==> config.mk <==
export PLATFORM = sky130hd
export DESIGN_NAME = led_pwm_ctrl
export DESIGN_NICKNAME = d
export VERILOG_FILES = /design/src/rtl/led_pwm_pkg.sv /design/src/rtl/led_pwm_chan.sv /design/src/rtl/led_pwm_ctrl.sv
export SDC_FILE = /design/constraint.sdc
export NUM_CORES = 1
export LEC_CHECK = 0
export BUFFER_PORTS_ARGS = -buffer_cell sky130_fd_sc_hd__clkbuf_2
export CORE_MARGIN = 3
export CORE_UTILIZATION = 50
export DETAILED_ROUTE_END_ITERATION = 12
export GPL_ROUTABILITY_DRIVEN = 0
export GPL_TIMING_DRIVEN = 0
export PLACE_DENSITY = 0.69
export SETUP_SLACK_MARGIN = 0.15
export SLEW_MARGIN = 20
export SYNTH_ARGS = -nofsm -noshare
export SYNTH_HDL_FRONTEND = slang
export SYNTH_SLANG_ARGS = --single-unit
==> constraint.sdc <==
create_clock -name clk -period 6.4 [get_ports clk]
set_clock_uncertainty 0.05 [all_clocks]
set_input_delay 0.64 -clock clk [delete_from_list [all_inputs] [get_ports clk]]
set_output_delay 0.64 -clock clk [all_outputs]
set_load 0.05 [all_outputs]
==> src/rtl/led_pwm_pkg.sv <==
// Shared definitions for the multi-channel LED PWM controller:
// channel mode encodings, default widths and the per-channel output select.
package led_pwm_pkg;

  typedef enum logic [1:0] {
    LED_MODE_OFF   = 2'b00,
    LED_MODE_ON    = 2'b01,
    LED_MODE_BLINK = 2'b10,
    LED_MODE_PWM   = 2'b11
  } led_mode_e;

  localparam int LED_NUM_DEF       = 4;
  localparam int PWM_BITS_DEF      = 8;
  localparam int PRESCALE_BITS_DEF = 16;
  localparam int BLINK_BITS_DEF    = 16;

  // Picks the lamp value for one channel from its mode and the shared sources.
  function automatic logic led_select(input led_mode_e mode,
                                      input logic blink_phase,
                                      input logic pwm_lit);
    logic lit;
    lit = 1'b0;
    case (mode)
      LED_MODE_OFF:   lit = 1'b0;
      LED_MODE_ON:    lit = 1'b1;
      LED_MODE_BLINK: lit = blink_phase;
      LED_MODE_PWM:   lit = pwm_lit;
      default:        lit = 1'b0;
    endcase
    return lit;
  endfunction

endpackage

==> src/rtl/led_pwm_chan.sv <==
// One LED channel: duty latch (updated only on the PWM wrap tick), optional
// breathe ramp (LED_PWM_BREATHE_EN), mode mux and registered LED output.
// All decisions use the post-tick counter values handed in by the top level,
// so a mode change and a tick on the same cycle see the new counters.
module led_pwm_chan
  import led_pwm_pkg::*;
#(
  parameter int PWM_BITS = PWM_BITS_DEF
) (
  input  logic                clk,
  input  logic                reset,
  input  logic [1:0]          mode,
  input  logic [PWM_BITS-1:0] duty,
  input  logic                wrap,
  input  logic [PWM_BITS-1:0] pwm_cnt_next,
  input  logic                blink_phase_next,
  output logic                led
);

  logic [PWM_BITS-1:0] duty_q;
  logic [PWM_BITS-1:0] duty_next;
  logic [PWM_BITS-1:0] level_next;
  logic                led_next;

  // New duty is only taken at the period boundary so periods never glitch.
  always_comb begin
    duty_next = duty_q;
    if (wrap) begin
      duty_next = duty;
    end
  end

`ifdef LED_PWM_BREATHE_EN
  logic [PWM_BITS-1:0] level_q;
  logic                ramp_down_q;
  logic                ramp_down_next;

  // Breathe ramp: one step per period, up to the latched duty and back to 0;
  // a new duty value restarts the ramp from dark.
  always_comb begin
    level_next     = level_q;
    ramp_down_next = ramp_down_q;
    if (wrap) begin
      if (duty != duty_q) begin
        level_next     = '0;
        ramp_down_next = 1'b0;
      end else if (!ramp_down_q) begin
        if (level_q < duty_q) begin
          level_next = level_q + 1'b1;
        end else begin
          ramp_down_next = 1'b1;
          if (level_q != '0) begin
            level_next = level_q - 1'b1;
          end
        end
      end else begin
        if (level_q != '0) begin
          level_next = level_q - 1'b1;
        end else begin
          ramp_down_next = 1'b0;
          if (duty_q != '0) begin
            level_next = level_q + 1'b1;
          end
        end
      end
    end
  end

  // Ramp state registers.
  always_ff @(posedge clk) begin
    if (reset) begin
      level_q     <= '0;
      ramp_down_q <= 1'b0;
    end else begin
      level_q     <= level_next;
      ramp_down_q <= ramp_down_next;
    end
  end
`else
  assign level_next = duty_next;
`endif

  // Mode mux; PWM is lit while the counter is below the effective level.
  always_comb begin
    led_next = led_select(led_mode_e'(mode), blink_phase_next,
                          (pwm_cnt_next < level_next));
  end

  // Duty latch and registered LED drive.
  always_ff @(posedge clk) begin
    if (reset) begin
      duty_q <= '0;
      led    <= 1'b0;
    end else begin
      duty_q <= duty_next;
      led    <= led_next;
    end
  end

endmodule

==> src/rtl/led_pwm_ctrl.sv <==
// Multi-channel LED driver top level. Holds the shared prescaler, PWM counter,
// blink counter and pwm_sync so every channel stays phase-aligned, and
// instantiates one led_pwm_chan per LED. Define LED_PWM_BREATHE_EN to turn
// PWM mode into a breathing ramp (handled inside led_pwm_chan).
module led_pwm_ctrl
  import led_pwm_pkg::*;
#(
  parameter int LED_NUM       = LED_NUM_DEF,
  parameter int PWM_BITS      = PWM_BITS_DEF,
  parameter int PRESCALE_BITS = PRESCALE_BITS_DEF,
  parameter int BLINK_BITS    = BLINK_BITS_DEF
) (
  input  logic                         clk,
  input  logic                         reset,
  input  logic [2*LED_NUM-1:0]         led_mode,
  input  logic [LED_NUM*PWM_BITS-1:0]  led_duty,
  input  logic [PRESCALE_BITS-1:0]     tick_div,
  input  logic [BLINK_BITS-1:0]        blink_half,
  output logic [LED_NUM-1:0]           led,
  output logic                         pwm_sync
);

  logic [PRESCALE_BITS-1:0] presc_cnt;
  logic [PRESCALE_BITS-1:0] presc_cnt_next;
  logic                     tick;
  logic [PWM_BITS-1:0]      pwm_cnt;
  logic [PWM_BITS-1:0]      pwm_cnt_next;
  logic                     wrap;
  logic [BLINK_BITS-1:0]    blink_cnt;
  logic [BLINK_BITS-1:0]    blink_cnt_next;
  logic                     blink_phase;
  logic                     blink_phase_next;

  // Shared timebase: prescaler tick, PWM counter with wrap, blink half-period.
  // Using >= on the prescaler means a lowered divisor ticks at once.
  always_comb begin
    tick             = (presc_cnt >= tick_div);
    presc_cnt_next   = tick ? '0 : presc_cnt + 1'b1;
    pwm_cnt_next     = pwm_cnt;
    wrap             = 1'b0;
    blink_cnt_next   = blink_cnt;
    blink_phase_next = blink_phase;
    if (tick) begin
      pwm_cnt_next = pwm_cnt + 1'b1;
      wrap         = (pwm_cnt == '1);
      if (blink_cnt >= blink_half) begin
        blink_cnt_next   = '0;
        blink_phase_next = ~blink_phase;
      end else begin
        blink_cnt_next = blink_cnt + 1'b1;
      end
    end
  end

  // Shared counter registers; blink starts in its lit half.
  always_ff @(posedge clk) begin
    if (reset) begin
      presc_cnt   <= '0;
      pwm_cnt     <= '0;
      blink_cnt   <= '0;
      blink_phase <= 1'b1;
      pwm_sync    <= 1'b0;
    end else begin
      presc_cnt   <= presc_cnt_next;
      pwm_cnt     <= pwm_cnt_next;
      blink_cnt   <= blink_cnt_next;
      blink_phase <= blink_phase_next;
      pwm_sync    <= wrap;
    end
  end

  for (genvar i = 0; i < LED_NUM; i++) begin : g_chan
    led_pwm_chan #(
      .PWM_BITS(PWM_BITS)
    ) u_chan (
      .clk              (clk),
      .reset            (reset),
      .mode             (led_mode[2*i +: 2]),
      .duty             (led_duty[i*PWM_BITS +: PWM_BITS]),
      .wrap             (wrap),
      .pwm_cnt_next     (pwm_cnt_next),
      .blink_phase_next (blink_phase_next),
      .led              (led[i])
    );
  end

endmodule

-- After elaboration in Yosys (flattened, before gate mapping)
Index checks and enable logic that the tools add are counted.
- add/subtract/negate cells: 3
- order comparisons: 6
- multiplexer cells: 13
- bitwise logic cells: 1
- equal/unequal tests: 13
- reductions and logical operators: 5
- operators with widths (cell ; number):
    $mux 8 ; 5
    $add 16x1->16 const B ; 2
    $ge 16x16->1 ; 2
    $lt 8x8->1 ; 4
    $eq 2x2->1 const B ; 8
    $mux 16 ; 1
    $pmux 1 s4 ; 4
    $add 8x1->8 const B ; 1
    $eq 2x1->1 const B ; 4
    $eq 8x8->1 const B ; 1
    $logic_not 2->1 ; 4
    $mux 1 ; 3
    $reduce_or 2->1 ; 1
    $not 1->1 ; 1
- bits of input ports: 74
- bits in registers: 78
- logic and storage cells: 54

-- Logic depth before layout (Yosys ltp)
- depth in word-level cells: 5
- mapped depth: 17

-- Hierarchy
Synthesis repeated with hierarchy kept, for this count alone.
- cells, all modules: 546
- area total of the unflattened synthesis: 4837.1 µm²
- by module, submodules not included (module ; times used ; area an instance (µm²) ; cells each):
    led_pwm_ctrl ; 1 ; 2885.3 ; 354
    led_pwm_chan ; 4 ; 488.0 ; 48

-- Worst setup path before layout
No wires, ideal clock.
- path kind: input to register
- start point: input tick_div[15]
- end point: register g_chan[0].u_chan.led
- data required time: 6286 ps
- path buffers: 1
- slack: 2568 ps
- stages: 17
- data arrival time: 3718 ps
- cell sequence: inv_1 ha_1 nand4_1 or3_1 nor4_2 nor3_2 nor3_4 buf_6 mux2i_1 ha_1 a21oi_1 nor2b_1 o21ai_0 nand3_1 a211oi_1 o31ai_1 nand4_1
- longest elaborated chain between the ends: 5
- ends and longest elaborated chain (what ; RTL line ; source):
    start, declared ; led_pwm_ctrl.sv:17 ; input logic [PRESCALE_BITS-1:0] tick_div,
    $ge 16x16->1 (*) ; led_pwm_ctrl.sv:37 ; tick = (presc_cnt >= tick_div);
    $mux 1 ; led_pwm_ctrl.sv:43 ; if (tick) begin
    $mux 8 ; led_pwm_chan.sv:28 ; if (wrap) begin
    $lt 8x8->1 ; led_pwm_chan.sv:86 ; (pwm_cnt_next < level_next));
    $pmux 1 s4 (*) ; led_pwm_pkg.sv:23 ; case (mode)
    end signal, assigned ; led_pwm_chan.sv:96 ; led <= led_next;
    end, declared ; led_pwm_chan.sv:17 ; output logic led
Every way passes the cells marked *; elsewhere a longest branch is shown, timed or not.
A chain may end at the register's enable or synchronous reset.

-- Worst setup path after layout
Same ends and word-level chain as after synthesis.

==> reports/results.txt <==
Status = completed
H-tree depth = 3
CTS tree = built
Post-Route WL = 10.6 mm
Ys flop type = dfxtp_1
First-pass GRT wire length = 17.7 mm
Grt ovf = 0
Cts hold-fix bufs = 0
Post-Syn Area per Cell = 8.92 um^2
RSZ-0062 raised after global routing = false
Finish-stage setup viols = 0
CTS root buf = clkbuf_8
Synth Register Bits = 78
Non-Filler Instances = 752
PortBufs = 78
Clock-pin slew on the worst setup and hold paths = 0.08 ns
Slew headroom = 46.8%
Area grow syn2layout = 15.6%
PD cells = 172 mW/mm^2
Synthesized Nets = 671
Leakage power = 0.00252 uW
Die Wd = 104 um
Critical-path cell list = clkbuf_2 -> inv_1 -> ha_1 -> nand4_1 -> or3_1 -> nor4_2 -> nor3_2 -> nor3_4 -> buf_6 -> mux2i_1 -> ha_1 -> a21oi_1 -> nor2b_1 -> o21ai_0 -> nand3_1 -> a211oi_1 -> o31ai_1 -> nand4_1
Crit end category = register
Min-delay worst type = register to register
Fin crit share = 65.1%
Seq/Total Area, Yosys = 32.8%
Peak fanout along the critical path = 10
CP Class = input port to register
Synthesized instance count = 534
Number of max-cap violations = 0
Drt pass-1 iters = 4
Yosys warns = 0
Clk sinks = 78
Mapped cell area = 0.00477 mm^2
Post-DR wirelength/cell = 14.1 um
Initial antenna violation count = 0
Sum Neg Setup Slack = 0 ns
Post-synth ARST share = 0%
Worst Path Arrival = 4.39 ns
Min Tclk post-route = 4.16 ns
Die area = 0.0107 mm^2
Detail Placement HPWL = 8.33 mm
EDFF count, synth = 0
Critical Path Source Type = input port
Crit-path leading delay family = simple AND/OR/NAND/NOR gates
Via count = 3966
Drt initial violations = 182
Core Area = 0.00898 mm^2
F_max = 240 MHz
Crit path buf inv count = 3
Slowest cell on the critical path = or3_1
Tightest Pin Transition = 0.794 ns
Num ports = 79
Share of layout cells above drive strength 1 = 19.0%
Initial Util = 53.1%
Largest net degree at the start of global routing = 13
Hold Fails Final Rpt = 0
Final hold slack = 0.442 ns
CTS buffer count = 9
Worst setup margin = 2.24 ns
Yosys cell types = 46
Worst VDD drop = 0.110 mV
Final Slew Violations = 0
Most frequent cells in the layout = dfxtp_1 (78), clkbuf_2 (78), nor2_1 (72), ha_1 (63), inv_1 (37)
Residual DRC count = 0
Post CTS Setup Buffer Count = 0
All-Layer GR Usage = 19.9%
Pre-CTS setup slack = 1.86 ns
CP required = 6.62 ns
Placed insts = 738
Vias in the first global route = 3904
Crit-path max cell delay = 0.44 ns
Antenna cells = 0
# rows = 34
Worst-Skew Late Latency = 0.35 ns
Vias per std cell = 5.27
Post-route ant nets = 0
Max Root-Sink Buffers = 2
PostCTS Resize Cnt = 0
DIE HEIGHT = 104 um
Nets@finish = 760
-- layer usage --
layer / part of all wire [%] / vias to the layer above / GRT usage [%]
met5: 0 / - / 0
met4: 1.4 / 0 / 6.93
met3: 5.0 / 17 / 3.73
met2: 46 / 94 / 33.1
met1: 48 / 1822 / 25.9
li1: - / 2033 / -
-- layout make-up --
cell class | count | area [um^2]
clock buffers | 11 | 151
clock inverters | 3 | 45.0
inverters | 37 | 139
fillers | 835 | 3470
repair buffers | 78 | 390
flip-flops and latches | 78 | 1560
multi-input cells | 395 | 2920
plain buffers | 24 | 144
well taps | 126 | 158
-- cells by family after synthesis --
logic type | Yosys count | share of synthesized area [%]
XOR/XNOR | 33 | 6.06
buffers and inverters | 61 | 5.93
multiplexers | 40 | 8.51
flip-flops | 78 | 32.8
AND/OR/NAND/NOR | 202 | 22.2
AO/OA/AOI/OAI | 57 | 8.03
adder cells (fa/ha/maj) | 63 | 16.5
-- through the flow --
step	area [um^2]	power, uW	utilization, %
3_5_place_dp	5310	583	59.2
4_1_cts	5510	955	61.4
2_1_floorplan	4770	548	-
3_3_place_gp	5310	581	59.2
5_1_grt	5510	983	61.4
6_report	5510	948	61.4
-- Yosys cell counts (all sizes together), types with 3 or more instances --
cell type  number  area, um^2
dfxtp          78        1560
nor2           72         270
ha             63         788
inv            37         139
mux2i          36         360
nand2          26        97.6
nand3          20         100
xor2           18         158
a21oi          17        85.1
nand4          17         106
xnor2          15         131
buf            13         103
o21ai          13        65.1
clkbuf         11        41.3
nor2b          11        68.8
and3           10        62.6
nor3            9        61.3
or3             7        43.8
a21o            5        37.5
nor4b           5        43.8
or3b            5        43.8
a211oi          4        30.0
a41o            4        40.0
and4            4        35.0
mux2            4        45.0
nand2b          4        32.5
nor3b           4        30.0
o31ai           4        30.0
and2            3        18.8
nor4            3        25.0
o21a            3        22.5
-- state kept, by name, indices dropped and copies added (netlist names) --
| signal | count |
|---|---|
| presc_cnt | 16 |
| pwm_cnt | 8 |
| blink_cnt | 16 |
| pwm_sync | 1 |
| blink_phase | 1 |
| g_chan.u_chan.duty_q | 32 |
| g_chan.u_chan.led | 4 |
-- worst register-to-register path, delay by kind of cell, from the launching register on --
family,cells,cell delay [ns]
buffers and inverters,1,0.06
and+or+nand+nor,7,1.32
DFF,1,0.40
xor gates and xnor gates,1,0.59
adders and majority gates,2,0.62
AOI/OAI and AO/OA,5,1.00
-- worst paths after layout --
path	start	endpoint	slack (ns)	depth (start not counted)
max	tick_div[15]	g_chan[0].u_chan.led	2.24	18
min	presc_cnt[0]	presc_cnt[0]	0.44	1
max reg2reg	presc_cnt[0]	g_chan[0].u_chan.led	2.28	16
min reg2reg	presc_cnt[0]	presc_cnt[0]	0.44	1
-- where the power goes --
part           total (uW)  internal (uW)  switching [uW]  leakage (uW)
clock network         377            197             179     0.0000935
logic                80.7           38.7            42.0       0.00180
registers             491            488            2.58      0.000630
total                 948            724             224       0.00252
(Power assumes the default switching activity.)
